**config.mk**
```make
export PLATFORM = sky130hd
export DESIGN_NAME = tube_readout
export DESIGN_NICKNAME = d
export VERILOG_FILES = /design/src/rtl/tube_pkg.sv /design/src/rtl/tube_readout_tx.sv /design/src/rtl/tube_readout.sv
export SDC_FILE = /design/constraint.sdc
export NUM_CORES = 1
export LEC_CHECK = 0
export CORE_MARGIN = 2
export CORE_UTILIZATION = 40
export CTS_CLUSTER_DIAMETER = 120
export DETAILED_ROUTE_END_ITERATION = 16
export PLACE_DENSITY = 0.74
export SLEW_MARGIN = 20
export SYNTH_ARGS = -nofsm -noshare
export SYNTH_HDL_FRONTEND = slang
export SYNTH_HIERARCHICAL = 1
export SYNTH_SLANG_ARGS = --single-unit
export TNS_END_PERCENT = 30
```
**constraint.sdc**
```tcl
create_clock -name clk -period 2.7 [get_ports clk]
set_input_delay 0.54 -clock clk [delete_from_list [all_inputs] [get_ports clk]]
set_output_delay 0.54 -clock clk [all_outputs]
set_load 0.005 [all_outputs]
```
**src/rtl/tube_pkg.sv**
```systemverilog
// Shared definitions for the tube readout block.
//   state_t     : controller sequencing states
//   HEADER_BYTE : default first byte of every event packet
//   TUBE_CNT_W  : width of one tube cycle count
//   NO_HIT      : tube count meaning "no hit inside the gate window"
package tube_pkg;

  typedef enum logic [2:0] {
    CLEAR,
    ARMED,
    GATE,
    SNAP,
    SEND
  } state_t;

  localparam logic [7:0] HEADER_BYTE = 8'hA5;
  localparam int         TUBE_CNT_W  = 8;
  localparam logic [7:0] NO_HIT      = 8'hFF;

endpackage

```
**src/rtl/tube_readout_tx.sv**
```systemverilog
// Packet transmitter for the tube readout.
// On start it snapshots all tube counts and presents the header byte; it then
// walks header, event number and tube0..tube(N-1) over a valid/ready byte
// stream, one byte per accepted transfer.
// Ports:
//   clk, clr        : clock, asynchronous active-high reset
//   start           : one-cycle pulse, capture tube_data and begin a packet
//   tube_data       : packed tube counts, tube i at [8i+7:8i]
//   evt_num         : event number to place in the second byte
//   out_ready       : consumer accepts the current byte
//   out_data/valid  : registered byte stream
//   done            : combinational, high in the cycle the last byte transfers
module tube_readout_tx #(
  parameter int         NUM_TUBES   = 8,
  parameter logic [7:0] HEADER_BYTE = tube_pkg::HEADER_BYTE
) (
  input  logic                                     clk,
  input  logic                                     clr,
  input  logic                                     start,
  input  logic [tube_pkg::TUBE_CNT_W*NUM_TUBES-1:0] tube_data,
  input  logic [7:0]                               evt_num,
  input  logic                                     out_ready,
  output logic [7:0]                               out_data,
  output logic                                     out_valid,
  output logic                                     done
);

  localparam int SNAP_W = tube_pkg::TUBE_CNT_W * NUM_TUBES;
  localparam int IDX_W  = $clog2(NUM_TUBES + 2);
  localparam logic [IDX_W-1:0] LAST_IDX = IDX_W'(NUM_TUBES + 1);

  // The snapshot is a shift register: the next tube to send is always in
  // the low byte, so no wide variable mux is needed.
  logic [SNAP_W-1:0] snap_q, snap_d;
  logic [IDX_W-1:0]  idx_q, idx_d;
  logic [7:0]        data_q, data_d;
  logic              valid_q, valid_d;
  logic              xfer;

  assign xfer = valid_q & out_ready;
  assign done = xfer & (idx_q == LAST_IDX);

  always_comb begin
    snap_d  = snap_q;
    idx_d   = idx_q;
    data_d  = data_q;
    valid_d = valid_q;
    if (start) begin
      snap_d  = tube_data;
      idx_d   = '0;
      data_d  = HEADER_BYTE;
      valid_d = 1'b1;
    end else if (xfer) begin
      if (idx_q == LAST_IDX) begin
        idx_d   = '0;
        data_d  = 8'h00;
        valid_d = 1'b0;
      end else begin
        idx_d = idx_q + IDX_W'(1);
        if (idx_q == '0) begin
          data_d = evt_num;
        end else begin
          data_d = snap_q[7:0];
          snap_d = snap_q >> 8;
        end
      end
    end
  end

  always_ff @(posedge clk or posedge clr) begin
    if (clr) begin
      snap_q  <= '0;
      idx_q   <= '0;
      data_q  <= 8'h00;
      valid_q <= 1'b0;
    end else begin
      snap_q  <= snap_d;
      idx_q   <= idx_d;
      data_q  <= data_d;
      valid_q <= valid_d;
    end
  end

  assign out_data  = data_q;
  assign out_valid = valid_q;

endmodule

```
**src/rtl/tube_readout.sv**
```systemverilog
// Tube array readout controller.
// Clears and arms the tube counters, opens a gate window on a trigger,
// snapshots all tube counts when the window closes and streams a framed
// packet (header, event number, tube counts) to the host link.
// Ports:
//   clk, clr            : clock, asynchronous active-high reset
//   trigger             : scintillator trigger, synchronous level
//   tube_data           : packed tube counts, tube i at [8i+7:8i]
//   tube_clr, tube_gate : clear / gate-enable to all tube counters
//   out_data/valid/ready: byte stream to the host link
//   busy                : low only while ARMED
//   evt_num             : number of the next event to be sent
//   missed              : saturating count of triggers seen outside ARMED
module tube_readout #(
  parameter int         NUM_TUBES   = 8,
  parameter int         GATE_CYCLES = 200,
  parameter int         CLR_CYCLES  = 2,
  parameter logic [7:0] HEADER_BYTE = tube_pkg::HEADER_BYTE
) (
  input  logic                                     clk,
  input  logic                                     clr,
  input  logic                                     trigger,
  input  logic [tube_pkg::TUBE_CNT_W*NUM_TUBES-1:0] tube_data,
  output logic                                     tube_clr,
  output logic                                     tube_gate,
  output logic [7:0]                               out_data,
  output logic                                     out_valid,
  input  logic                                     out_ready,
  output logic                                     busy,
  output logic [7:0]                               evt_num,
  output logic [7:0]                               missed
);

  import tube_pkg::*;

  localparam int CNT_W = 16;

  state_t           state_q, state_d;
  logic [CNT_W-1:0] cnt_q, cnt_d;
  logic             tube_clr_q, tube_clr_d;
  logic             tube_gate_q, tube_gate_d;
  logic             busy_q, busy_d;
  logic [7:0]       evt_q, evt_d;
  logic [7:0]       missed_q, missed_d;
  logic             trig_prev_q, trig_prev_d;
  // Set when a trigger level has started an event; cleared once trigger
  // drops, so a held level cannot start a second event.
  logic             trig_used_q, trig_used_d;
  logic             tx_start, tx_done;

  always_comb begin
    state_d     = state_q;
    cnt_d       = cnt_q;
    tube_clr_d  = tube_clr_q;
    tube_gate_d = tube_gate_q;
    busy_d      = busy_q;
    evt_d       = evt_q;
    missed_d    = missed_q;
    trig_prev_d = trigger;
    trig_used_d = trigger ? trig_used_q : 1'b0;
    tx_start    = 1'b0;

    if ((state_q != ARMED) && trigger && !trig_prev_q && (missed_q != 8'hFF)) begin
      missed_d = missed_q + 8'd1;
    end

    case (state_q)
      CLEAR: begin
        if (cnt_q == CNT_W'(CLR_CYCLES - 1)) begin
          state_d = ARMED;
          cnt_d   = '0;
          busy_d  = 1'b0;
        end else begin
          cnt_d = cnt_q + CNT_W'(1);
        end
      end
      ARMED: begin
        if (trigger && !trig_used_q) begin
          state_d     = GATE;
          cnt_d       = '0;
          tube_clr_d  = 1'b0;
          tube_gate_d = 1'b1;
          busy_d      = 1'b1;
          trig_used_d = 1'b1;
        end
      end
      GATE: begin
        if (cnt_q == CNT_W'(GATE_CYCLES - 1)) begin
          state_d     = SNAP;
          cnt_d       = '0;
          tube_gate_d = 1'b0;
        end else begin
          cnt_d = cnt_q + CNT_W'(1);
        end
      end
      SNAP: begin
        tx_start = 1'b1;
        state_d  = SEND;
      end
      SEND: begin
        if (tx_done) begin
          state_d    = CLEAR;
          cnt_d      = '0;
          tube_clr_d = 1'b1;
          evt_d      = evt_q + 8'd1;
        end
      end
      default: begin
        state_d = CLEAR;
        cnt_d   = '0;
      end
    endcase
  end

  always_ff @(posedge clk or posedge clr) begin
    if (clr) begin
      state_q     <= CLEAR;
      cnt_q       <= '0;
      tube_clr_q  <= 1'b1;
      tube_gate_q <= 1'b0;
      busy_q      <= 1'b1;
      evt_q       <= 8'h00;
      missed_q    <= 8'h00;
      trig_prev_q <= 1'b0;
      trig_used_q <= 1'b0;
    end else begin
      state_q     <= state_d;
      cnt_q       <= cnt_d;
      tube_clr_q  <= tube_clr_d;
      tube_gate_q <= tube_gate_d;
      busy_q      <= busy_d;
      evt_q       <= evt_d;
      missed_q    <= missed_d;
      trig_prev_q <= trig_prev_d;
      trig_used_q <= trig_used_d;
    end
  end

  tube_readout_tx #(
    .NUM_TUBES   (NUM_TUBES),
    .HEADER_BYTE (HEADER_BYTE)
  ) u_tx (
    .clk       (clk),
    .clr       (clr),
    .start     (tx_start),
    .tube_data (tube_data),
    .evt_num   (evt_q),
    .out_ready (out_ready),
    .out_data  (out_data),
    .out_valid (out_valid),
    .done      (tx_done)
  );

  assign tube_clr  = tube_clr_q;
  assign tube_gate = tube_gate_q;
  assign busy      = busy_q;
  assign evt_num   = evt_q;
  assign missed    = missed_q;

endmodule

```
# Yosys cells after proc, flatten, opt, wreduce, memory -nomap -nowiden
# Index checks and enable logic that the tools add are counted.
# totals
ff_bits	117
input_bits	68
out_inout_bits	28
word_cells	92
# classes
addsub	4
eq_ne	15
muxes	36
bitwise	3
reduce_logical	21
# ops
operator	n
64-bit 2-to-1 mux	4
16-bit case mux with 5 select lines	1
16-bit 2-to-1 mux	4
8-bit 2-to-1 mux	4
16-bit by 1-bit adder with 16-bit output (second input constant)	1
8-bit by 1-bit adder with 8-bit output (second input constant)	2
16-bit by 1-bit == test with 1-bit output (second input constant)	1
16-bit by 8-bit == test with 1-bit output (second input constant)	1
3-bit case mux with 5 select lines	1
3-bit AND reduction	5
1-bit 2-to-1 mux	12
3-bit 2-to-1 mux	4
4-bit 2-to-1 mux	3
2-bit != test (second input constant)	6
2-bit nonzero test	5
8-bit != test (second input constant)	1
3-bit by 2-bit == test with 1-bit output (second input constant)	2
1-bit case mux with 2 select lines	3
4-bit by 1-bit adder with 4-bit output (second input constant)	1
4-bit == test (second input constant)	1
1-bit logical AND	4
4-bit logical NOT	1
2-bit AND reduction	2
4-bit AND reduction	1
other kinds (7)	9

# Logic depth before layout (Yosys ltp)
# Gate-level depths: netlist (run 1).
# logic_depth
depth_word	5
mapped_depth	10
depth_no_buf	7

# Cells and area by module
# The synthesis (run 1) kept the hierarchy.
# modules_own_cells
module	n_inst	cells_per_inst	area_each_um2	seq_area_each_um2
tube_readout_tx	1	439	4091.4	1926.8
tube_readout	1	196	2074.5	1003.5

# Worst setup path before layout (run 1)
# No wires, ideal clock.
# synth_path
kind	input-to-reg
from	input port out_ready
to	register evt_q[7] (netlist: evt_num[7])
setup_time_ns	0.123
t_arrival_ns	2.163
required_ns	2.577
setup_slack_ns	0.414
stages	8
path_buffers	1
cell_sequence	clkbuf_1 -> nand3_1 -> nor3_1 -> and4bb_1 -> and3_1 -> and3_1 -> nand4_1 -> xnor2_1
# synth_via
elab_chain_cells	3
# synth_lines
element	line	rtl
from (decl)	tube_readout.sv:28	input logic out_ready,
1-bit AND	tube_readout_tx.sv:40	assign xfer = valid_q & out_ready;
1-bit AND	tube_readout_tx.sv:41	assign done = xfer & (idx_q == LAST_IDX);
named net tx_done	tube_readout.sv:49	logic tx_start, tx_done;
2-bit AND reduction (no source line)	-	
to (signal assigned)	tube_readout.sv:132	evt_q <= evt_d;
to (decl)	tube_readout.sv:43	logic [7:0] evt_q, evt_d;
# The timed path passes the listed nets, and every way through them passes these cells.
# A chain may end at the register's enable or synchronous reset.

# Final worst setup path (run 1)
# layout_path
from	register cnt_q[1]
to	register cnt_q[3]
# layout_via
elab_chain_cells	3
elab_cells_between_ends	6
classes_between	add/sub (1); eq/ne (2); mux (3)
# layout_lines
element	line	rtl
from (decl)	tube_readout.sv:39	logic [CNT_W-1:0] cnt_q, cnt_d;
from (signal assigned)	tube_readout.sv:128	cnt_q <= cnt_d;
16-bit by 1-bit adder with 16-bit output, or another cell as far along	tube_readout.sv:74, tube_readout.sv:93	
16-bit 2-to-1 mux, on equally long branches	tube_readout.sv:88, tube_readout.sv:69	
16-bit case mux with 5 select lines *	tube_readout.sv:67	case (state_q)
# Mark *: on every way between the ends. The rest lies on a longest branch, timed or not.

==> results by group, run 1 <==
Worst setup path
  • Slowest cell delay on critical path: 670 ps
  • Top delay family on crit path: simple AND/OR/NAND/NOR gates
  • Sum of buffers and inverters on the critical path: 1
  • Kind of end point of the critical path: flip-flop
  • Startpoint of the worst register-to-register path: cnt_q[1]
  • Maximum fanout along the worst path: 12
  • Slowest cell on the critical path: nor4_4
  • Worst path arrival time: 2730 ps
  • Start point of the critical path: cnt_q[1]
  • Cell with the most instances on the worst path: nor4_4
  • Kind of start point of the critical path: flip-flop
  • Data required, critical path: 2960 ps
  • Cells along the critical path: inv_1, ha_1, or4b_1, nor4_4, nor2_2, nor4_4, nor2_1
  • Worst setup path class: flip-flop to flip-flop

Job
  • Max-cap check violation count: 0

Clock tree
  • Clock-pin transition on the worst setup and hold timing paths: 50 ps
  • Post-cts gate resize count: 0
  • TritonCTS buffer count: 17
  • Maximum count of clock buffers along a single path: 2
  • Root Buffer: clkbuf_16
  • CTS H-tree lvls: 4
  • CTS Hold Bufs: 0
  • Clock network latency to the later pin of the worst-skew pair: 410 ps
  • TritonCTS clock tree: yes
  • Post CTS Setup Buffer Count: 0
  • Number of clock sinks: 117

Timing
  • Unrepaired setup endpoints after global routing: false
  • Max Freq: 406 MHz
  • Final number of max-transition violations: 0
  • Count of final hold-check violations: 0
  • # setup viols final: 0
  • Worst Clk Skew: 6.12 ps
  • Headroom to the max-slew limit: 0.495
  • Fin crit period: 2460 ps
  • Worst Max-Slew Pin Slew: 751 ps
  • Final total negative setup slack: 0 ps
  • Final critical-path share of the clock period: 0.913
  • Setup slack after layout: 236 ps

Power and ir drop
  • PwrDens: 1120 nW/um^2
  • Clock network fraction of design power: 0.308
  • Switching power: 3.31 mW
  • Leakage: 3.24 nW
  • Internal power: 5.67 mW
  • Share of total power in combinational logic: 0.366
  • Maximum ir drop on the vdd rail: 0.754 mV
  • Switch share: 0.368
  • Portion of total power attributed to sequential cells: 0.326

Logic synthesis
  • Total of warnings raised by yosys: 6
  • Register bit count reported by yosys: 117
  • Total nets after synthesis: 707
  • Cells after synthesis: 635
  • Sequential element share of the synthesized area: 0.475
  • Area of the mapped netlist: 6170 um^2
  • Prevailing post-synth register cell: dfrtp_1
  • FFs w/ async S/R, synth: 1.00
  • EDFF count, synth: 0
  • Count of different cell masters after synthesis: 54
  • Per-instance average area after synthesis: 9.71 um^2

Placed design
  • I/O Buffers: 95
  • Detailed Place HPWL: 10600 um
  • Setup WS pre-CTS: 11.5 ps
  • Final weighted congestion in routability-driven placement: 0.840

Detailed routing
  • Number of DRC violations after detailed routing: 0
  • Number of design-rule violations left by the first detailed-router iteration: 700
  • Residual antenna-violating net count after detailed routing: 0
  • Vias post-DR: 5333
  • Detailed-routing iteration count for the pre-antenna-repair pass: 7
  • Routed wirelength normalized by instance count: 18.2 um
  • Via-per-instance ratio: 5.85
  • Post-Route WL: 16600 um

Floorplan
  • Die W: 128 um
  • Total core area: 15100 um^2
  • Number of top-level design ports: 96
  • Vertical die dimension: 128 um
  • Full die area: 16400 um^2
  • Initial core utilization: 0.407
  • Cell Rows: 45

Min path
  • Startpoint of the worst hold path: busy
  • Type of the worst min-delay path: flip-flop to flip-flop

GRT
  • Met2 layer usage reported by global route: 0.324
  • Maximum number of pins on one net before global-route repair: 63
  • All-Layer GR Usage: 0.206
  • Met1 capacity usage during global routing: 0.279
  • Gr ovfl total: 0
  • Vias in the first global route: 5292
  • Met3 track demand over resource: 0.0509
  • Antenna violations before repair: 0
  • Global-route wire length before repair: 27100 um
  • Routing layer with the top usage in global route: met2

Cells and area
  • Most used cells in the layout excluding fill and tap cells: dfrtp_1 (115), clkdlybuf4s50_1 (95), nand2_1 (87), inv_1 (58), o2111ai_1 (49)
  • Share of final-layout standard cells stronger than drive strength 1: 0.106
  • Final net count: 783
  • Final standard cell utilization of the core: 0.532
  • Most common library cell in the layout ignoring fill and taps: dfrtp_1
  • Signed area change from the synthesized netlist to the final layout: 30.6%
  • Antenna Cells: 0

Status
  • Outcome: finished clean
## Yosys cell counts (3+ instances only)
| library cell | count | area [um^2] |
|---|---|---|
| inv_1 | 60 | 225 |
| a21oi_1 | 11 | 55.1 |
| nor2b_1 | 5 | 31.3 |
| nand2b_1 | 3 | 18.8 |
| clkbuf_1 | 42 | 158 |
| o311ai_1 | 12 | 105 |
| nand3_1 | 7 | 35.0 |
| o22ai_1 | 4 | 25.0 |
| nand4_1 | 13 | 81.3 |
| ha_1 | 4 | 50.1 |
| and2_1 | 3 | 18.8 |
| xor2_1 | 13 | 114 |
| dfrtp_1 | 115 | 2880 |
| o21ai_0 | 14 | 70.1 |
| a21boi_0 | 9 | 67.6 |
| or3b_2 | 3 | 26.3 |
| o32ai_1 | 4 | 35.0 |
| o311ai_0 | 37 | 324 |
| o2111ai_1 | 49 | 429 |
| or4_1 | 4 | 30.0 |
| a31oi_1 | 18 | 113 |
| buf_4 | 3 | 22.5 |
| or3_1 | 3 | 18.8 |
| o211ai_1 | 9 | 67.6 |
| nor2_1 | 32 | 120 |
| nor4_4 | 4 | 85.1 |
| mux2i_1 | 9 | 90.1 |
| xnor2_1 | 16 | 140 |
| nand2_1 | 87 | 327 |
| and3_1 | 5 | 31.3 |
| buf_2 | 8 | 40.0 |
## power by group through the flow
stage | Sequential, mW | Clock (mW) | Combinational [mW]
2_1_floorplan | 2.70 | 0 | 2.34
3_3_place_gp | 2.90 | 0 | 3.09
3_5_place_dp | 2.93 | 0 | 3.16
4_1_cts | 2.92 | 2.80 | 3.22
5_1_grt | 3.00 | 2.89 | 3.61
6_report | 2.93 | 2.77 | 3.29
## registers in the layout, summed over array words and instances (netlist names)
| signal | flops |
|---|---|
| trig_prev_q | 1 |
| trig_used_q | 1 |
| u_tx/snap_q | 64 |
| u_tx/out_data | 8 |
| u_tx/out_valid | 1 |
| missed | 8 |
| tube_gate | 1 |
| busy | 1 |
| evt_num | 8 |
| tube_clr | 1 |
| u_tx/idx_q | 4 |
| state_q | 3 |
| cnt_q | 16 |
## stage by stage
stage,cell area (um^2),power (mW),cells,hold slack [ps]
after floorplan,6170,5.04,635,449
after global placement,7300,5.99,879,461
after detailed placement,7300,6.09,879,462
after CTS,8030,8.93,911,477
after global routing,8050,9.49,912,510
final,8050,8.98,912,477
## worst min-delay path: stages, from the launching register on
cell,delay [ps]
dfstp_2,370
inv_1,50
a21oi_1,60
## cell families (layout without fill, tap and decap cells)
family | Yosys count | count (layout) | synth area share
xor gates and xnor gates | 30 | 30 | 0.0457
buffers and inverters | 117 | 206 | 0.0771
AOI/OAI and AO/OA | 173 | 173 | 0.222
muxes | 11 | 11 | 0.0183
DFF | 117 | 117 | 0.475
and+or+nand+nor | 183 | 183 | 0.153
adders and majority gates | 4 | 4 | 0.00812
## metal layers
metal	vias up	share of wire
met1	2644	0.44
met4	0	0.016
met2	180	0.48
met3	21	0.065
met5	-	0
li1	2488	-
## layout make-up
cell class / instances / area (um^2)
multi-input combinational: 401 / 2790
clock buffer: 19 / 453
timing repair buffer: 113 / 1140
inverter: 61 / 229
tap: 188 / 235
clock inverter: 13 / 275
fill: 1274 / 7100
sequential: 117 / 2930
## worst paths after layout
path,endpoint,slack [ps],cells after the start
worst max-delay path,cnt_q[3],240,7
worst min-delay path,busy,480,2
worst max register to register,cnt_q[3],240,7
worst min register to register,busy,480,2
max in group asynchronous,u_tx/snap_q[43],1500,3
min in group asynchronous,u_tx/idx_q[1],520,2
No activity file was read; power rests on OpenSTA's default activity.
==> inputs of run 2 (changes only) <==
--- a/config.mk
+++ b/config.mk
@@ -9,7 +9,8 @@
 export CORE_UTILIZATION = 40
 export CTS_CLUSTER_DIAMETER = 120
 export DETAILED_ROUTE_END_ITERATION = 16
-export PLACE_DENSITY = 0.74
+export DONT_BUFFER_PORTS = 1
+export PLACE_DENSITY = 0.66
 export SLEW_MARGIN = 20
 export SYNTH_ARGS = -nofsm -noshare
 export SYNTH_HDL_FRONTEND = slang
==> run 2 against run 1 <==
Effect of this change: design area shrank 12%; combinational power shrank 12%; wire length shrank 4.8%; fmax grew 2.4%; sequential share of layout area grew 5.2 points; sequential power is essentially flat; clock power shrank 6%; flip-flop and latch count is the same.
==> results by group, run 2 (same netlist as run 1, synthesis figures left out) <==
Cells and area
  • Signed area change from the synthesized netlist to the final layout: 14.3% (was 30.6%)
  • Number of fillers in the final layout: 1391 (was 1274)
  • Flip-flop count of the largest register after layout: 64 (unchanged)
  • Top reg by flops: u_tx/snap_q (unchanged)
  • Sequential standard cell area: 2930 um^2 (unchanged)
  • Regs by FF count: u_tx/snap_q x64, cnt_q x16 (unchanged)
  • Most used cells in the layout excluding fill and tap cells: dfrtp_1 (115), nand2_1 (87), inv_1 (58), o2111ai_1 (49), o311ai_0 (37) (was dfrtp_1 (115), clkdlybuf4s50_1 (95), nand2_1 (87), inv_1 (58), o2111ai_1 (49))
  • Share of final-layout standard cells stronger than drive strength 1: 0.118 (was 0.106)
  • Most common library cell in the layout ignoring fill and taps: dfrtp_1 (unchanged)
  • Antenna Cells: 0 (unchanged)
  • Final net count: 686 (was 783)
  • Area of the multi-input gates: 2800 um^2 (was 2790 um^2)

Power and ir drop
  • Share of total power in combinational logic: 0.343 (was 0.366)
  • Clock network fraction of design power: 0.309 (was 0.308)
  • Overall power: 8.42 mW (was 8.98 mW)
  • Maximum ir drop on the vdd rail: 0.610 mV (was 0.754 mV)
  • Switching power: 3.23 mW (was 3.31 mW)
  • Portion of total power attributed to sequential cells: 0.348 (was 0.326)
  • Switch share: 0.383 (was 0.368)
  • Leakage: 2.84 nW (was 3.24 nW)
  • PwrDens: 1200 nW/um^2 (was 1120 nW/um^2)
  • Internal power: 5.20 mW (was 5.67 mW)

Worst setup path
  • Cells along the critical path: or4_4, nor4_4, nor4_2, nor4_4, nor2_1 (was inv_1, ha_1, or4b_1, nor4_4, nor2_2, nor4_4, nor2_1)
  • Kind of start point of the critical path: flip-flop (unchanged)
  • Slowest cell delay on critical path: 630 ps (was 670 ps)
  • Data required, critical path: 2970 ps (was 2960 ps)
  • Worst path arrival time: 2680 ps (was 2730 ps)
  • Slowest cell on the critical path: nor4_4 (unchanged)
  • Maximum fanout along the worst path: 12 (unchanged)
  • Worst setup path class: flip-flop to flip-flop (unchanged)
  • Kind of end point of the critical path: flip-flop (unchanged)
  • Cell with the most instances on the worst path: nor4_4 (unchanged)

Timing
  • Unrepaired setup endpoints after global routing: false (unchanged)
  • Worst Clk Skew: 10.7 ps (was 6.12 ps)
  • Headroom to the max-slew limit: 0.535 (was 0.495)
  • Final critical-path share of the clock period: 0.891 (was 0.913)
  • Worst Max-Slew Pin Slew: 693 ps (was 751 ps)
  • # setup viols final: 0 (unchanged)
  • Max Freq: 416 MHz (was 406 MHz)
  • Fin crit period: 2410 ps (was 2460 ps)
  • Final number of max-transition violations: 0 (unchanged)
  • Count of final hold-check violations: 0 (unchanged)
  • Final total negative setup slack: 0 ps (unchanged)

Clock tree
  • Post CTS Setup Buffer Count: 0 (unchanged)
  • TritonCTS buffer count: 17 (unchanged)
  • Root Buffer: clkbuf_16 (unchanged)
  • Number of clock sinks: 117 (unchanged)
  • CTS H-tree lvls: 4 (unchanged)
  • Clock-pin transition on the worst setup and hold timing paths: 60 ps (was 50 ps)
  • Maximum count of clock buffers along a single path: 2 (unchanged)
  • TritonCTS clock tree: yes (unchanged)
  • Clock network latency to the later pin of the worst-skew pair: 420 ps (was 410 ps)

GRT
  • Gr ovfl total: 0 (unchanged)
  • Maximum number of pins on one net before global-route repair: 103 (was 63)
  • Global-route wire length before repair: 25800 um (was 27100 um)
  • Vias in the first global route: 4897 (was 5292)
  • Met2 layer usage reported by global route: 0.313 (was 0.324)
  • All-Layer GR Usage: 0.199 (was 0.206)
  • Antenna violations before repair: 0 (unchanged)
  • Routing layer with the top usage in global route: met2 (unchanged)
  • Met1 capacity usage during global routing: 0.259 (was 0.279)
  • Met3 track demand over resource: 0.0722 (was 0.0509)

Detailed routing
  • Residual antenna-violating net count after detailed routing: 0 (unchanged)
  • Number of design-rule violations left by the first detailed-router iteration: 398 (was 700)
  • Vias post-DR: 4873 (was 5333)
  • Detailed-routing iteration count for the pre-antenna-repair pass: 5 (was 7)
  • Via-per-instance ratio: 5.98 (was 5.85)
  • Post-Route WL: 15800 um (was 16600 um)
  • Routed wirelength normalized by instance count: 19.4 um (was 18.2 um)
  • Number of DRC violations after detailed routing: 0 (unchanged)

Job
  • Max-cap check violation count: 0 (unchanged)

Floorplan
  • Cell Rows: 45 (unchanged)
  • Total core area: 15100 um^2 (unchanged)
  • Number of top-level design ports: 96 (unchanged)
  • Vertical die dimension: 128 um (unchanged)
  • Die W: 128 um (unchanged)
  • Full die area: 16400 um^2 (unchanged)
  • Initial core utilization: 0.407 (unchanged)

Placed design
  • I/O Buffers: 0 (was 95)
  • Detailed Place HPWL: 10500 um (was 10600 um)
  • Final weighted congestion in routability-driven placement: 0.853 (was 0.840)

Status
  • Outcome: finished clean (unchanged)

Min path
  • Type of the worst min-delay path: input pin to async pin (was flip-flop to flip-flop)
[run 2: changes by cell type in the layout (fill, tap and decap cells not counted), sizes merged]
cell           before  now
bufinv              8    6
clkinv              4    5
buf                18   15
clkbuf             19   20
clkdlybuf4s50      95    0
dlygate4sd3         0    1
[run 2: power by group through the flow]
stage / logic [mW] / registers, mW / clock network [mW]
6_report: 2.89 / 2.93 / 2.60
5_1_grt: 3.23 / 3.01 / 2.72
4_1_cts: 2.85 / 2.92 / 2.64
3_5_place_dp: 2.83 / 2.94 / 0
3_3_place_gp: 2.74 / 2.92 / 0
2_1_floorplan: 2.34 / 2.70 / 0
[run 2: critical path, delay by kind of cell, from the launching register on]
kind | cells | cell delay (ps)
simple gates | 5 | 1800
flops | 1 | 450
[run 2: worst paths after layout]
kind / from / end / slack [ps] / depth (start not counted)
max in group asynchronous: clr / u_tx/snap_q[55] / 1430 / 3
min in group clk: trigger / trig_prev_q / 150 / 0
worst max-delay path: cnt_q[5] / cnt_q[7] / 290 / 5
worst min-delay path: clr / cnt_q[9] / 130 / 2
worst min register to register: busy / busy / 490 / 2
worst max register to register: cnt_q[5] / cnt_q[7] / 290 / 5
[run 2: metal layers]
layer / up-vias / part of all wire
met3: 21 / 0.070
met1: 2403 / 0.44
met2: 142 / 0.47
met4: 0 / 0.015
li1: 2307 / -
met5: - / 0
[run 2: final cells by class]
type / instances / share of cell area
clock buffers: 20 / 0.0648
clock inverters: 12 / 0.0318
inverters: 61 / 0.0327
multi-input cells: 401 / 0.397
flip-flops and latches: 117 / 0.416
well taps: 188 / 0.0334
repair buffers: 16 / 0.0245
[run 2: repair_timing]
action	CTS	global route
hold endpoints to repair	9	0
hold buffers	1	0
setup endpoints to repair	0	2
resized for setup	0	1
[run 2: stage by stage]
stage / hold slack [ps] / area, um^2 / instances / setup WS (ps) / util
after floorplan: 449 / 6170 / 635 / 193 / -
after global placement: 360 / 6330 / 781 / 361 / 0.418
after detailed placement: 365 / 6330 / 781 / 190 / 0.418
after CTS: 136 / 7020 / 814 / 190 / 0.464
after global routing: 131 / 7050 / 815 / 119 / 0.465
final: 126 / 7050 / 815 / 294 / 0.465
